[src/rtl/rom_uploader.sv]
// rom_uploader: answers ioctl upload (read-back) strobes by reading the ROM
// region map through RAM port B. ioctl_wait covers the RAM latency, and the
// block keeps a running checksum and byte count for the HPS side.
module rom_uploader #(
  parameter logic [24:0] BASE   = 25'h00000,
  parameter logic [24:0] SIZE   = 25'h58300,
  parameter int          RD_LAT = 1,
  parameter logic [7:0]  FILL   = 8'hFF
) (
  input  logic        CLK,
  input  logic        RESET,
  input  logic        ioctl_upload,
  input  logic        ioctl_rd,
  input  logic [24:0] ioctl_addr,
  output logic [7:0]  ioctl_din,
  output logic        ioctl_wait,
  output logic [24:0] RD_ADDR,
  output logic        RD_EN,
  input  logic [7:0]  RD_DATA,
  output logic [15:0] SUM,
  output logic [24:0] COUNT,
  output logic        OVERRUN
);

  typedef enum logic [1:0] {IDLE, ISSUE, LAT, DONE} state_t;

  // The latency counter counts RD_LAT-1 down to 0, so two bits cover 1..4.
  localparam logic [1:0]  LAT_LOAD  = 2'(RD_LAT - 1);
  localparam logic [24:0] COUNT_MAX = 25'h1FFFFFF;

  state_t      state_q, state_d;
  logic [24:0] offs_q, offs_d;
  logic [1:0]  cnt_q, cnt_d;
  logic [7:0]  pend_q, pend_d;
  logic [7:0]  din_q, din_d;
  logic [15:0] sum_q, sum_d;
  logic [24:0] count_q, count_d;
  logic        overrun_q, overrun_d;
  logic        upload_q;

  logic        strobe;
  logic        session_start;
  logic [25:0] diff;
  logic        in_range;

  assign strobe        = ioctl_rd & ioctl_upload;
  assign session_start = ioctl_upload & ~upload_q;

  // A borrow out of the 26-bit subtract means the address is below BASE;
  // the offset is only compared against SIZE when there is no borrow.
  assign diff     = {1'b0, ioctl_addr} - {1'b0, BASE};
  assign in_range = ~diff[25] && (diff[24:0] < SIZE);

  // Next-state and datapath: decide what every register holds after this edge.
  always_comb begin
    // NOTE: every signal written here gets a default first, so no path can
    // leave one unassigned and infer a latch.
    state_d   = state_q;
    offs_d    = offs_q;
    cnt_d     = cnt_q;
    pend_d    = pend_q;
    din_d     = din_q;
    sum_d     = session_start ? 16'h0000 : sum_q;
    count_d   = session_start ? 25'h0 : count_q;
    overrun_d = session_start ? 1'b0 : overrun_q;

    case (state_q)
      IDLE: begin
        if (strobe) begin
          if (in_range) begin
            offs_d  = diff[24:0];
            state_d = ISSUE;
          end else begin
            pend_d  = FILL;
            state_d = DONE;
          end
        end
      end
      ISSUE: begin
        if (!ioctl_upload) begin
          state_d = IDLE;
        end else begin
          cnt_d   = LAT_LOAD;
          state_d = LAT;
        end
      end
      LAT: begin
        if (!ioctl_upload) begin
          state_d = IDLE;
        end else if (cnt_q == 2'd0) begin
          pend_d  = RD_DATA;
          state_d = DONE;
        end else begin
          cnt_d = cnt_q - 2'd1;
        end
      end
      DONE: begin
        din_d   = pend_q;
        sum_d   = sum_d + {8'h00, pend_q};
        count_d = (count_d == COUNT_MAX) ? count_d : count_d + 25'd1;
        state_d = IDLE;
      end
      default: state_d = IDLE;
    endcase

    // A strobe that arrives while a request is in flight is dropped.
    if (strobe && (state_q != IDLE)) overrun_d = 1'b1;
  end

  // State and datapath registers with synchronous reset.
  always_ff @(posedge CLK) begin
    // NOTE: sequential state uses non-blocking assignments so every register
    // samples pre-edge values regardless of statement order.
    if (RESET) begin
      state_q   <= IDLE;
      offs_q    <= '0;
      cnt_q     <= '0;
      pend_q    <= '0;
      din_q     <= '0;
      sum_q     <= '0;
      count_q   <= '0;
      overrun_q <= 1'b0;
      upload_q  <= 1'b0;
    end else begin
      state_q   <= state_d;
      offs_q    <= offs_d;
      cnt_q     <= cnt_d;
      pend_q    <= pend_d;
      din_q     <= din_d;
      sum_q     <= sum_d;
      count_q   <= count_d;
      overrun_q <= overrun_d;
      upload_q  <= ioctl_upload;
    end
  end

  assign ioctl_din  = din_q;
  assign ioctl_wait = (state_q != IDLE);
  assign RD_EN      = (state_q == ISSUE);
  assign RD_ADDR    = offs_q;
  assign SUM        = sum_q;
  assign COUNT      = count_q;
  assign OVERRUN    = overrun_q;

endmodule

[config.mk]
export PLATFORM = sky130hd
export DESIGN_NAME = rom_uploader
export DESIGN_NICKNAME = d
export VERILOG_FILES = /design/src/rtl/rom_uploader.sv
export SDC_FILE = /design/constraint.sdc
export NUM_CORES = 1
export LEC_CHECK = 0
export CAP_MARGIN = 15
export CORE_ASPECT_RATIO = 2
export CORE_MARGIN = 3
export CORE_UTILIZATION = 35
export CTS_CLUSTER_DIAMETER = 80
export DETAILED_ROUTE_END_ITERATION = 12
export GPL_ROUTABILITY_DRIVEN = 0
export SETUP_SLACK_MARGIN = 0.5
export SYNTH_ARGS = -nofsm -noshare
export SYNTH_HDL_FRONTEND = slang
export SYNTH_SLANG_ARGS = --single-unit
[constraint.sdc]
create_clock -name CLK -period 3.5 [get_ports CLK]
set_input_delay 0.7 -clock CLK [delete_from_list [all_inputs] [get_ports CLK]]
set_output_delay 0.7 -clock CLK [all_outputs]
set_load 0.02 [all_outputs]
==> results of run 1 <==
power by group through the flow:
stage	sequential (mW)	combinational, mW	clock, mW
after floorplan	1.04	0.0779	0
after global placement	1.05	0.148	0
after detailed placement	1.05	0.150	0
after CTS	1.03	0.153	1.01
after global routing	1.03	0.167	1.06
final	1.03	0.152	0.990
worst max-delay path by stage:
stage	start	endpoint	slack, ns
floorplan	ioctl_upload	SUM[10]$_SDFF_PP0_	0.50
global placement	ioctl_upload	SUM[11]$_SDFF_PP0_	0.15
detailed placement	ioctl_upload	COUNT[3]$_SDFF_PP0_	0.04
CTS	ioctl_upload	SUM[11]$_SDFF_PP0_	0.50
global route	ioctl_upload	COUNT[3]$_SDFF_PP0_	0.41
finish	ioctl_upload	COUNT[6]$_SDFF_PP0_	0.59
cell type report:
class	count	area, um^2
clock buffers	9	225.2
flip-flops and latches	88	1762
inverters	5	18.77
multi-input cells	361	2218
repair buffers	126	1231
fillers	1136	5644
well taps	142	177.7
clock inverters	7	77.57
logic make-up (layout without fill, tap and decap cells):
| logic type | after synthesis | after routing | synth area share |
|---|---|---|---|
| and+or+nand+nor | 235 | 235 | 0.2871 |
| DFF | 88 | 88 | 0.4304 |
| AOI/OAI and AO/OA | 70 | 70 | 0.1046 |
| buffers and inverters | 31 | 147 | 0.03883 |
| muxes | 24 | 24 | 0.05870 |
| xor gates and xnor gates | 21 | 21 | 0.04494 |
| adders and majority gates | 11 | 11 | 0.03546 |
stage by stage:
step / worst slack, ns / hold slack (ns) / utilization / power, mW
global route: 0.4127 / 0.4844 / 0.5029 / 2.250
CTS: 0.5042 / 0.4648 / 0.4999 / 2.194
floorplan: 0.5035 / 0.4496 / - / 1.122
global placement: 0.1537 / 0.4412 / 0.4718 / 1.198
detailed placement: 0.04139 / 0.4480 / 0.4718 / 1.200
finish: 0.5943 / 0.4600 / 0.5029 / 2.169
critical path: cells and delay by family:
kind | cells | cell delay [ns]
compound gates | 1 | 0.06
buf+inv | 3 | 0.83
simple gates | 7 | 1.29
fa+ha+maj | 1 | 0.22
state kept, by name (all words and copies together) (netlist names):
register,flops
OVERRUN,1
SUM,16
pend_q,8
ioctl_din,8
COUNT,25
RD_ADDR,25
upload_q,1
cnt_q,2
state_q,2
cell usage in the layout (no fill, tap or decap), types with 3 or more instances in the layout:
master / count
nand2_1: 64
mux2i_1: 24
nor3_1: 18
or3_1: 11
nor4_1: 13
clkbuf_16: 9
buf_4: 11
xnor2_1: 14
inv_1: 5
a21oi_1: 34
and2_1: 17
a31o_2: 3
clkdlybuf4s50_1: 112
nor2_1: 54
nand3_1: 10
a211oi_1: 3
o21ai_0: 8
o21a_1: 4
and4_1: 3
nor2b_1: 12
xor2_1: 7
nand4_1: 9
ha_1: 9
dfxtp_1: 88
a21oi_2: 3
and3_1: 11
layer usage:
metal  GRT usage  part of all wire  wire length [um]
met4     0.07262             0.025               308
met3     0.03519             0.034               418
met5           0                 0                 0
met1      0.1968              0.36              4317
met2      0.3651              0.58              7088
timing repair:
action                                  CTS  global route
endpoints found under the setup margin   16            23
endpoints found under the hold margin     0             0
gates resized for setup                   3             9
pin swaps                                 0             2
==> flow_metrics.env, run 1 <==
export IMPL_synth_nets=528
export IMPL_yosysMostFrequentCell="dfxtp_1"
export IMPL_power_switching_mw=0.5216
export IMPL_hold_path_end="ioctl_din[2]$_SDFFE_PP0N_"
export IMPL_fin_cells=738
export IMPL_pin_count=114
export IMPL_rsz0062_at_grt="true"
export IMPL_worst_slew_pin_transition_ns=0.7264
export IMPL_synth_area_leader_cell="dfxtp_1"
export IMPL_path_clk_slew_ns=0.07
export IMPL_cts_tree="yes"
export IMPL_vias_per_cell=5.137
export IMPL_std_cell_rows=55
export IMPL_routed_wirelength_um=12130
export IMPL_grt_max_degree=41
export IMPL_synthTopCellsByArea="dfxtp_1 43%, mux2i_1 5.9%, nand2_1 5.9%, nor2_1 5.0%, a21oi_1 4.4%"
export IMPL_powerDensity_nw_per_um2=379.8
export IMPL_path_cells="clkdlybuf4s50_1 -> nand2b_4 -> buf_6 -> and2_1 -> ha_1 -> nand3_2 -> or3_1 -> nor4_4 -> buf_6 -> and2_1 -> or3_1 -> a21oi_1"
export IMPL_hold_viol=0
export IMPL_synth_top_area_share=0.4304
export IMPL_synth_cells=480
export IMPL_endpoint_kind="flop"
export IMPL_synth_yosys_warnings=0
export IMPL_pwr_share_clk=0.456
export IMPL_switching_share=0.2405
export IMPL_synth_area_um2=4093
export IMPL_r2r_end="RD_ADDR[20]$_SDFFE_PP0P_"
export IMPL_antenna_found_initial=0
export IMPL_holdBufCountCts=0
export IMPL_final_layout_size_suffix_gt1_frac=0.08054
export IMPL_start_util=0.3604
export IMPL_setup_tns_ns=0
export IMPL_antenna_cells=0
export IMPL_crit_fanout=20
export IMPL_yosysSeqAreaShare=0.4304
export IMPL_start_kind="primary input"
export IMPL_clock_insertion_delay_worst_skew_ns=0.34
export IMPL_grt_ovfl_total=0
export IMPL_ys_ff_latch=88
export IMPL_hp_class="flop to flop"
export IMPL_drt_iter0_markers=171
export IMPL_drc_errors=0
export IMPL_pwr_share_comb=0.070
export IMPL_postRouteAntennaNets=0
export IMPL_worstHoldStart="ioctl_din[2]$_SDFFE_PP0N_"
export IMPL_synthArstFlopShare=0
export IMPL_arrival_ns=3.11
export IMPL_slowest_delay_ns=0.46
export IMPL_synth_edf_count=0
export IMPL_timing_final_crit_period_ns=2.906
export IMPL_whs_path_depth=2
export IMPL_critical_path_class="primary input to flop"
export IMPL_internal_power_mw=1.647
export IMPL_crit_slowest_cell="clkdlybuf4s50_1"
export IMPL_dpl_cell_count=722
export IMPL_cts_max_path_buffers=2
export IMPL_reg2reg_slack_ns=0.99
export IMPL_max_slew_margin_rel=0.5140
export IMPL_h_tree_depth=3
export IMPL_seq_power_share=0.473
export IMPL_ff2ff_path_depth=8
export IMPL_yosys_top_cells_count="88 x dfxtp_1, 64 x nand2_1, 54 x nor2_1"
export IMPL_first_pass_iters=4
export IMPL_core_area_um2=11350
export IMPL_p_leak_nw=2.019
export IMPL_finalCritPeriodShare=0.8302
export IMPL_dieWidth_um=82.47
export IMPL_post_drt_wl_per_cell_um=16.44
export IMPL_r2r_start="state_q[0]$_SDFFE_PP0P_"
export IMPL_grt_usage=0.1928
export IMPL_syn_area_per_cell_um2=8.526
export IMPL_root_buffer="clkbuf_16"
export IMPL_final_area_um2=5710
export IMPL_vias=3791
export IMPL_drv_slew=0
export IMPL_dieArea_um2=13110
export IMPL_post_cts_buffers=0
export IMPL_cts_sinks=88
export IMPL_max_freq_mhz=344.1
export IMPL_maxCapViolCount=0
export IMPL_fin_nets=639
export IMPL_area_delta_synth_final_pct=39.53
export IMPL_cts_buffers=9
export IMPL_chipHeight_um=158.9
export IMPL_dp_hpwl_um=9156
export IMPL_outcome="finished clean"
export IMPL_ir_drop_uv=282.8
export IMPL_grt_pass1_vias=3734
export IMPL_port_buffers=113
export IMPL_synthDistinctLibCells=49
export IMPL_cp_data_required_time_ns=3.71
export IMPL_synthFlopType="dfxtp_1"
export IMPL_placed_area_um2=5358
export IMPL_skew_ns=0.01076
export IMPL_setup_violations=0
export IMPL_grt_pass1_wl_um=19390
Power figures use the tool's default switching activity.
==> inputs of run 2 (changes only) <==
Clock period 3.5 ns to 2.4 ns, I/O delays scaled along.
==> run 2 against run 1 <==
  * Wire length is 12% higher
  * First-iteration DRC count is 23% lower
  * Critical path depth is 3 lower
  * Total power is 49% higher
  * Critical path type is now flop to flop
  * Sequential power is 47% higher
  * Clock skew is 0.0034 ns lower
  * Final cell count is 8.4% higher
  * Critical endpoint is now SUM[11]$_SDFF_PP0_
  * Flip-flop and latch count stayed put
  * Register-to-register slack worse by 0.84 ns
  * Clock power is 41% higher
  * Combinational power is 110% higher
  * Largest cell class unchanged
  * Hold slack worse by 0.043 ns
==> flow_metrics.env, run 2 (synthesized netlist as in run 1, its figures left out) <==
export IMPL_met2_length_um=7855
export IMPL_finalCritPeriodShare=0.9371
export IMPL_fin_ws_ns=0.1510
export IMPL_root_buffer="clkbuf_16"
export IMPL_cts_tree="yes"
export IMPL_cts_buffers=9
export IMPL_critical_path_class="flop to flop"
export IMPL_fin_nets=702
export IMPL_crit_fanout=7
export IMPL_mostFrequentLayoutCells="85 x dfxtp_1, 78 x clkdlybuf4s50_1, 63 x nand2_1, 58 x buf_4, 52 x nor2_1"
export IMPL_routed_wirelength_um=13640
export IMPL_layout_commonest_cell="dfxtp_1"
export IMPL_start_kind="flop"
export IMPL_endpoint_kind="flop"
export IMPL_max_slew_margin_rel=0.5616
export IMPL_dr_wl_met3_um=501
export IMPL_dieArea_um2=13110
export IMPL_worstHoldStart="ioctl_addr[15]"
export IMPL_r2r_start="upload_q$_SDFF_PP0_"
export IMPL_met1_length_um=4701
export IMPL_grt_ovfl_total=0
export IMPL_slowest_delay_ns=0.40
export IMPL_antenna_found_initial=0
export IMPL_path_clk_slew_ns=0.06
export IMPL_cts_max_path_buffers=2
export IMPL_hp_class="primary input to flop"
export IMPL_grt_max_degree=38
export IMPL_holdWs_ns=0.4169
export IMPL_pin_count=114
export IMPL_drv_slew=0
export IMPL_whs_path_depth=3
export IMPL_ff2ff_path_depth=9
export IMPL_skew_ns=0.007331
export IMPL_dpl_cell_count=758
export IMPL_cts_sinks=88
export IMPL_fin_cells=800
export IMPL_chipHeight_um=158.9
export IMPL_hold_viol=0
export IMPL_hold_path_end="RD_ADDR[15]$_SDFFE_PP0P_"
export IMPL_dp_hpwl_um=9736
export IMPL_final_layout_size_suffix_gt1_frac=0.3146
export IMPL_grt_usage=0.2138
export IMPL_fin_util=0.6033
export IMPL_arrival_ns=2.48
export IMPL_grt_pass1_vias=4184
export IMPL_outcome="finished clean"
export IMPL_port_buffers=113
export IMPL_ir_drop_uv=463.6
export IMPL_drc_errors=0
export IMPL_postRouteAntennaNets=0
export IMPL_clock_insertion_delay_worst_skew_ns=0.34
export IMPL_h_tree_depth=3
export IMPL_area_delta_synth_final_pct=67.38
export IMPL_dieWidth_um=82.47
export IMPL_dp_slack_ns=-0.5759
export IMPL_reg2reg_slack_ns=0.15
export IMPL_worst_slew_pin_transition_ns=0.6552
export IMPL_rsz0062_at_grt="true"
export IMPL_final_area_um2=6850
export IMPL_maxCapViolCount=0
export IMPL_grt_pass1_wl_um=21430
export IMPL_setup_tns_ns=0
export IMPL_placed_area_um2=5859
export IMPL_max_freq_mhz=444.6
export IMPL_std_cell_rows=55
export IMPL_r2r_end="SUM[11]$_SDFF_PP0_"
export IMPL_setup_violations=0
export IMPL_top_layer="met4"
export IMPL_core_area_um2=11350
export IMPL_drt_iter0_markers=131
export IMPL_p_leak_nw=2.663
export IMPL_post_drt_wl_per_cell_um=17.05
export IMPL_crit_slowest_cell="or3_4"
export IMPL_powerDensity_nw_per_um2=471.5
export IMPL_vias_per_cell=5.201
export IMPL_power_mw=3.230
export IMPL_vias=4161
export IMPL_cp_data_required_time_ns=2.63
export IMPL_antenna_cells=0
export IMPL_first_pass_iters=4
export IMPL_start_util=0.3604
export IMPL_path_cells="nand2b_4 -> buf_6 -> and2_4 -> ha_4 -> a211o_1 -> or3_4 -> and4_1 -> xnor2_1 -> nor2_1"
export IMPL_timing_final_crit_period_ns=2.249
run 2: how the worst max path moves through the flow:
stage,start,endpoint,slack [ns],cells past startpoint
2_1_floorplan,ioctl_upload,COUNT[5]$_SDFF_PP0_,-0.07,11
3_3_place_gp,ioctl_upload,SUM[10]$_SDFF_PP0_,-0.51,12
3_5_place_dp,ioctl_upload,SUM[10]$_SDFF_PP0_,-0.58,12
4_1_cts,upload_q$_SDFF_PP0_,SUM[11]$_SDFF_PP0_,0.12,9
5_1_grt,upload_q$_SDFF_PP0_,SUM[11]$_SDFF_PP0_,0.07,9
6_report,upload_q$_SDFF_PP0_,SUM[11]$_SDFF_PP0_,0.15,9
run 2: per-layer routing:
layer  GRT usage  vias to the layer above
li1            -                     2018
met1      0.2162                     1996
met2      0.3944                      116
met3     0.04086                       31
met4      0.1044                        0
met5           0                        -
run 2: layout make-up:
class,instances,area [um^2]
tap,142,177.7
timing repair buffer,188,1780
clock buffer,10,239.0
inverter,5,18.77
sequential,88,1765
fill,1011,4504
clock inverter,5,57.56
multi-input combinational,362,2811
run 2: timing repair:
action / 4_1_cts / 5_1_grt
endpoints found under the setup margin: 83 / 80
setup buffers: 16 / 7
gates resized for setup: 86 / 77
hold buffers: 0 / 0
pin swaps: 42 / 28
gates cloned: 4 / 0
run 2: worst max-delay path, delay by kind of cell (launching register included):
kind,cells,cell delay [ns]
buffers and inverters,1,0.13
and+or+nand+nor,5,1.00
adders and majority gates,1,0.23
xor gates and xnor gates,1,0.14
AOI/OAI and AO/OA,1,0.31
DFF,1,0.32
run 2: power breakdown:
part           total [mW]  internal (mW)  switching [mW]
Sequential           1.51           1.48          0.0310
Combinational       0.317          0.162           0.156
Clock                1.40          0.829           0.575
